<file path="config.mk">
export PLATFORM = sky130hd
export DESIGN_NAME = sat_counter
export DESIGN_NICKNAME = d
export VERILOG_FILES = /design/src/rtl/xnor_stream_checker_sat_counter.sv
export SDC_FILE = /design/constraint.sdc
export NUM_CORES = 1
export LEC_CHECK = 0
export ABC_AREA = 1
export CAP_MARGIN = 20
export CORE_AREA = 5 5 42 44
export DETAILED_ROUTE_END_ITERATION = 10
export DIE_AREA = 0 0 47 49
export PLACE_DENSITY = 0.6
export SLEW_MARGIN = 20
export SYNTH_ARGS = -nofsm -noshare
export SYNTH_HDL_FRONTEND = slang
export SYNTH_SLANG_ARGS = --single-unit
export TNS_END_PERCENT = 50
</file>
<file path="constraint.sdc">
create_clock -name clk -period 1.38 [get_ports clk]
set_clock_uncertainty 0.1 [all_clocks]
set_input_delay 0.276 -clock clk [delete_from_list [all_inputs] [get_ports clk]]
set_output_delay 0.276 -clock clk [all_outputs]
set_load 0.005 [all_outputs]
</file>
<file path="src/rtl/xnor_stream_checker_sat_counter.sv">
// rtl/xnor_stream_checker_sat_counter.sv - saturating up-counter, clear applied before increment
module sat_counter #(
    parameter int W = 8
) (
    input  logic         clk,
    input  logic         rst,
    input  logic         clr_i,
    input  logic         inc_i,
    output logic [W-1:0] cnt_o
);

    logic [W-1:0] cnt_q;
    logic [W-1:0] cnt_d;
    logic [W-1:0] base;

    always_comb begin
        base  = clr_i ? '0 : cnt_q;
        cnt_d = base;
        if (inc_i && (base != '1)) begin
            cnt_d = base + W'(1);
        end
    end

    always_ff @(posedge clk) begin
        if (rst) begin
            cnt_q <= '0;
        end else begin
            cnt_q <= cnt_d;
        end
    end

    assign cnt_o = cnt_q;

endmodule

</file>
### After elaboration in Yosys (flattened, before gate mapping)

Index checks and enable logic that the tools add are counted.

* bits in registers: 8
* bits in latches: 0
* output and inout bits: 8
* memory bits (read-only): 0
* memory bits (writable): 0
* memories: 0

* shift-type cells: 0
* magnitude comparators: 0
* equality and inequality tests: 1
* reduce and logical (&&, ||, !) cells: 1
* add/sub/neg operators: 1
* div/mod/pow operators: 0
* multipliers: 0
* bitwise gates (word level): 0
* muxes and demuxes: 2

Operator list (number)
* $mux W8: 2
* $add A8 B1 Y8 const B: 1
* $ne A8 B8 Y1 const B: 1
* $logic_and A1 B1 Y1: 1

### Longest topological paths before layout

* depth in word-level cells: 4
* gate-level depth with buffers: 7

### Worst setup path before layout

Ideal clock, no wire load.

* path kind: register -> register
* start point: reg cnt_q[1], in the netlist cnt_o[1]
* end point: reg cnt_q[6], in the netlist cnt_o[6]
* setup slack: 0.203 ns
* cell stages (with the launch flop): 8
* data required time: 1.165 ns
* data arrival time: 0.962 ns
* buffers on the path: 0
* period minus slack after synthesis: 1.177 ns
* cells stage by stage: dfxtp_1 > inv_1 > nor2_1 > nand3_2 > nor2_2 > nand3_1 > nand2_1 > nor2_1

* longest elaborated chain between the ends: 4
* elaborated cells between the ends (all ways): 5

RTL lines
* start, declared: line 12 `logic [W-1:0] cnt_q;`
* start signal, assigned: line 28 `cnt_q <= cnt_d;`
* $mux W8 *: line 17 `base = clr_i ? '0 : cnt_q;`
* branches (longest 2 deep; another with $add A8 B1 Y8)
* $mux W8 *: line 19 `if (inc_i && (base != '1)) begin`

Every way passes the cells marked *.
A chain may end at the register's enable or synchronous reset.

### Final worst setup path

* start point: in inc_i
* end point: reg cnt_q[6], in the netlist cnt_o[6]

* longest elaborated chain between the ends: 2

RTL lines
* start, declared: line 8 `input logic inc_i,`
* $logic_and A1 B1 Y1: line 19
* $mux W8: line 19

No other way between the ends.

==> results.md <==
GRT
- **maximum number of pins on one net before global-route repair** 11
- **combined global-route utilization of all metal layers** 0.121
- **wire length of the first global-routing pass** 1960 um
- **vias in the first global route** 440
- **total congestion overflow after global routing** 0
- **initial antenna violation count** 0

STA
- **crit path setup slack, layout** 0.0742 ns
- **shortest period the worst path allows** 1.31 ns
- **Worst slew margin** 0.850
- **pin slew with the least headroom to its limit** 0.225 ns
- **achievable clock frequency** 766 MHz
- **total of endpoints with negative setup slack in the final report** 0
- **Final Hold Fails** 0
- **final slew viol count** 0
- **Final period util** 0.946
- **setup repair after global routing missed its margin** false

Finish
- **count of antenna diodes in the layout** 0
- **flip-flop count of the largest register after layout** 8
- **net count reported at finish** 95
- **Synth-to-Final Area Change** 38.8%
- **layout cell share with drive strength beyond 1** 0.270

Pwr
- **Max VDD drop** 0.371 mV
- **pwr dens** 713 nW/um2
- **Total Power Consumption** 0.000466 W
- **Lkg Pwr** 0.339 nW

Clock tree
- **H-tree depth reported by CTS** 1
- **number of buffers created by CTS** 3
- **clock root cell** clkbuf_4
- **Worst-Skew Late Latency** 0.27 ns
- **Clock Pin Slew Worst Setup and Hold Paths** 0.06 ns
- **Resized cells post-CTS** 17
- **hold-fix buffers at CTS** 0
- **TritonCTS clock tree** yes
- **number of sinks driven by the clock tree** 8
- **post-CTS setup buffer count** 0
- **maximum number of buffers from clock root to sink** 2

Synth
- **fraction of registers with async set/reset** 0
- **flip-flop cell with the highest count after synthesis** dfxtp_1
- **number of warnings issued by yosys** 0
- **post-synthesis share of cell area spent on and, or, nand and nor gates** 0.455
- **synthesized-area fraction occupied by adder cells** 0
- **area share of the largest cell type after synthesis** 0.340
- **post-synthesis cell type count** 12
- **top area cells in the synthesized netlist** dfxtp_1, nand2_1, inv_1
- **net count of the mapped netlist** 75
- **register area share after synthesis** 0.340
- **cell area after technology mapping** 470 um2
- **xor/xnor cell area share of the yosys netlist** 0
- **cell taking the most area after synthesis** dfxtp_1
- **combinational family with the most area after synthesis** simple AND/OR/NAND/NOR gates
- **Yosys reg bits** 8
- **Mapped Cells** 71
- **synthesized-area fraction occupied by ao, oa, aoi and oai cells** 0.0957
- **most frequently used cell type in the post-synthesis netlist** nand2_1
- **per-instance average area after synthesis** 6.63 um2
- **most common library cells after synthesis** nand2_1, inv_1, nor2_1, a21oi_1, dfxtp_1
- **EDFF count, synth** 0
- **share of cell area taken by muxes after synthesis** 0

Critical path
- **longest individual stage delay on the worst path** 0.48 ns
- **list of cells traversed by the critical path** clkdlybuf4s50_1 -> nand2_1 -> inv_1 -> nand3_2 -> nor2_2 -> nand3_1 -> nand2_1 -> nor2_1
- **data arrival time of the critical path** 1.37 ns
- **type of origin of the critical path** primary input
- **Critical Path Sink Type** flip-flop
- **worst-path fanout max** 4
- **type of the worst setup path** in -> reg
- **endpoint required time on the critical path** 1.44 ns
- **cell seen most often among critical-path stages** nand2_1
- **master of the slowest instance on the critical path** clkdlybuf4s50_1

Place
- **GP Congestion** 0.776
- **Place WS** -0.404 ns
- **placed wire-length estimate** 855 um
- **count of buffers inserted at the top-level ports** 11

Drt
- **Initial DRT Pass Iterations** 4
- **routed via count divided by cell count** 4.62
- **DRC violation total after the first TritonRoute iteration** 16
- **via count of the routed design** 485
- **drt total wl** 1160 um
- **Post-DRT Antenna Nets** 0
- **DRC** 0
- **post-detailed-route wirelength per cell** 11.1 um

Floorplanning
- **number of placement rows** 14
- **starting density of the core** 0.336
- **floorplan core area** 1400 um2
- **area enclosed by the die boundary** 2300 um2
- **number of primary I/O pins** 12
- **die extent in y** 49 um
- **horizontal extent of the die** 47 um

Worst hold path
- **type of the worst min-delay path** reg -> reg

Status
- **result of the run** finished clean

Run
- **number of max-capacitance violations reported** 0

## report_power, final
part | internal, W | switching, W | leakage, nW
clock | 0.000100 | 0.0000896 | 0.0138
combinational | 0.0000174 | 0.0000210 | 0.257
sequential | 0.000234 | 0.00000362 | 0.0684
total | 0.000351 | 0.000114 | 0.339
## path summary, 6_finish.rpt
kind	from	end	slack (ns)	depth (start not counted)
min reg2reg	cnt_o[7]	cnt_o[7]	0.37	2
min	cnt_o[7]	cnt_o[7]	0.37	2
max reg2reg	cnt_o[1]	cnt_o[6]	0.12	7
max	inc_i	cnt_o[6]	0.07	8
## cells by family after synthesis
family | after synthesis
buffers and inverters | 13
AOI/OAI and AO/OA | 9
and+or+nand+nor | 41
DFF | 8
## area by class of cell
type / instances / area [um2]
clock buffers: 3 / 22.5
fillers: 154 / 748
inverters: 13 / 51.3
multi-input cells: 50 / 259
flip-flops and latches: 8 / 171
well taps: 16 / 20.0
repair buffers: 15 / 129
## placed cells by master, fill, tap and decap left out
cell | Yosys | final
clkdlybuf4s50_1 | 0 | 2
nand2_1 | 15 | 15
a21oi_1 | 8 | 8
buf_4 | 0 | 4
dfxtp_4 | 0 | 1
o21ai_0 | 1 | 1
nand3_2 | 4 | 4
nor2_1 | 11 | 11
dfxtp_2 | 0 | 6
nor2_4 | 2 | 2
dlygate4sd2_1 | 0 | 9
inv_1 | 12 | 12
dfxtp_1 | 8 | 1
nor2_2 | 2 | 2
nand3_1 | 6 | 6
inv_4 | 1 | 1
clkbuf_4 | 0 | 3
nand2_4 | 1 | 1
## per-layer routing
layer  GRT usage  vias up  wire (um)
li1            -      257          -
met1       0.150      213        550
met2       0.161       10        522
met3      0.0443        5         46
met4      0.0968        0         43
met5           0        -          0
## metrics by stage
| step | instance area [um2] | instances | TNS (ns) | util | hold WS [ns] |
|---|---|---|---|---|---|
| after floorplan | 470 | 71 | 0 | - | 0.245 |
| after global placement | 631 | 102 | -2.45 | 0.450 | 0.386 |
| after detailed placement | 631 | 102 | -2.70 | 0.450 | 0.387 |
| after CTS | 653 | 105 | 0 | 0.466 | 0.379 |
| after global routing | 653 | 105 | 0 | 0.466 | 0.405 |
| final | 653 | 105 | 0 | 0.466 | 0.372 |
## critical path: cells and delay by family
kind,cells,cell delay [ns]
buf+inv,2,0.54
simple gates,6,0.56
No activity file was read; power rests on OpenSTA's default activity.
==> edit: new RTL, config.mk and constraints unchanged <==
Reset style: asynchronous (`rst`), changed in one clocked block.
--- a/src/rtl/xnor_stream_checker_sat_counter.sv
+++ b/src/rtl/xnor_stream_checker_sat_counter.sv
@@ -21,7 +21,7 @@
         end
     end
 
-    always_ff @(posedge clk) begin
+    always_ff @(posedge clk or posedge rst) begin
         if (rst) begin
             cnt_q <= '0;
         end else begin
Formal check against the unedited RTL: differs if rst is asserted again (counterexample within 4 cycles, from zero or initial values and one cycle with rst high); with rst held inactive, the same outputs for 10 cycles.
==> edit against the original RTL <==
Design area grew 22%; routed wire length grew 11%; via count grew 23%; hold slack lost 0.22 ns; area after synthesis grew 14%; first-iteration DRC count grew 31%; worst setup slack gained 0.025 ns; die area is the same; global-route usage grew 1.0 points; highest routed layer unchanged; sequential cell count is the same.
Power is not compared: it rests on default switching activity, and its combinational part moved more than twofold at a synthesized area within 25%.
==> edit: results (changes against the original RTL) <==
outcome completed; class of the tightest hold or removal check in2async; number of diodes 0 (unchanged); routed via count 595 (+23%); buffers inserted by post-CTS timing repair 4 (+4); GP Congestion 0.830 (+6.9%); pin count of the biggest net entering global routing 10 (-1); crit path from cnt_o[4]; placement-stage cell area 743 um^2 (+18%); per-cell routed wire length 10.5 um (-4.9%); worst hold slack across all endpoints 0.157 ns (-0.216 ns); FFs w/ async S/R, synth 1.00 (+1.00); net switching share of the total power 0.267; maximum resistive drop on vdd 0.000339 V; detailed router's first-iteration violation count 21 (+5); post-layout worst setup margin 0.0996 ns (+0.0254 ns); antenna violations before repair 0 (unchanged); post-DP HPWL 974 um (+14%); vias in the first global route 539 (+23%); overall global routing resource usage 0.131 (+0.0101); top post-synthesis cells by count 23 x nand2_1, 14 x inv_1, 8 x dfrtp_1, 8 x nor2_1, 6 x nand3_1; library cell contributing the largest single delay on the critical path dfrtp_1; comb pwr 0.0000899 W; Unique masters post-synth 17 (+5); synthesized net count 82 (+9.3%); cell types with the largest area share after synthesis dfrtp_1 37%, nand2_1 16%, inv_1 9.8%; multiplexer fraction of the synthesized cell area 0 (unchanged); global-route wire length before repair 2190 um (+12%); number of nets in the finished design 113 (+19%); Crit path arrival time 0.90 ns (-0.47 ns); worst slew pin tran 0.324 ns (+0.0985 ns); instance count of the mapped netlist 78 (+9.9%); share of the yosys chip area belonging to registers 0.375 (+0.0343); Slowest Stage Delay on Critical Path 0.38 ns (-0.10 ns); count of non-filler cells in the finished layout 123 (+17%); post-cts repair resize count 8 (-9); count of synthesis-stage warnings from yosys 0 (unchanged); FILL cells 139 (-9.7%); final global-route overflow total 0 (unchanged); capture point of the critical path cnt_o[4]; cell class contributing the biggest share of worst-path delay flip-flops; maximum level of the CTS H-tree 1 (unchanged); reg-to-reg critical path endpoint cnt_o[2]; share of layout cells above drive strength 1 0.243 (-0.0267); critical path peak fanout 2 (-2); total clock buffers created by CTS 3 (unchanged); setup slack of the most critical reg-to-reg path 0.14 ns (+0.02 ns); complex-gate fraction of the synthesized area 0.0468 (-0.0489); worst slack, placed -0.229 ns (+0.174 ns); worst r2r src cnt_o[2]
==> edit: changes by cell type after synthesis, moves of 3 or more <==
cell | before | now
nand2_1 | 15 | 23
dfrtp_1 | 0 | 8
nand4_1 | 0 | 4
a21oi_1 | 8 | 2
nand3_2 | 4 | 1
dfxtp_1 | 8 | 0
nor2_1 | 11 | 8
==> edit: metrics by stage <==
stage                     utilization  total power, W
after floorplan                     -        0.000288
after global placement          0.530        0.000340
after detailed placement        0.530        0.000340
after CTS                       0.561        0.000531
after global routing            0.568        0.000554
final                           0.568        0.000524
==> edit: area by class of cell <==
cell class | instances | area share
Multi-Input combinational cell | 54 | 0.341
Timing Repair Buffer | 26 | 0.270
Clock buffer | 3 | 0.0283
Inverter | 15 | 0.0739
Tap cell | 16 | 0.0252
Sequential cell | 8 | 0.252
Timing Repair inverter | 1 | 0.00943
==> edit: metal layers <==
layer  GRT usage  wire length, um
met1       0.147              522
met2       0.210              672
met3      0.0664               85
met4      0.0415               14
met5           0                0
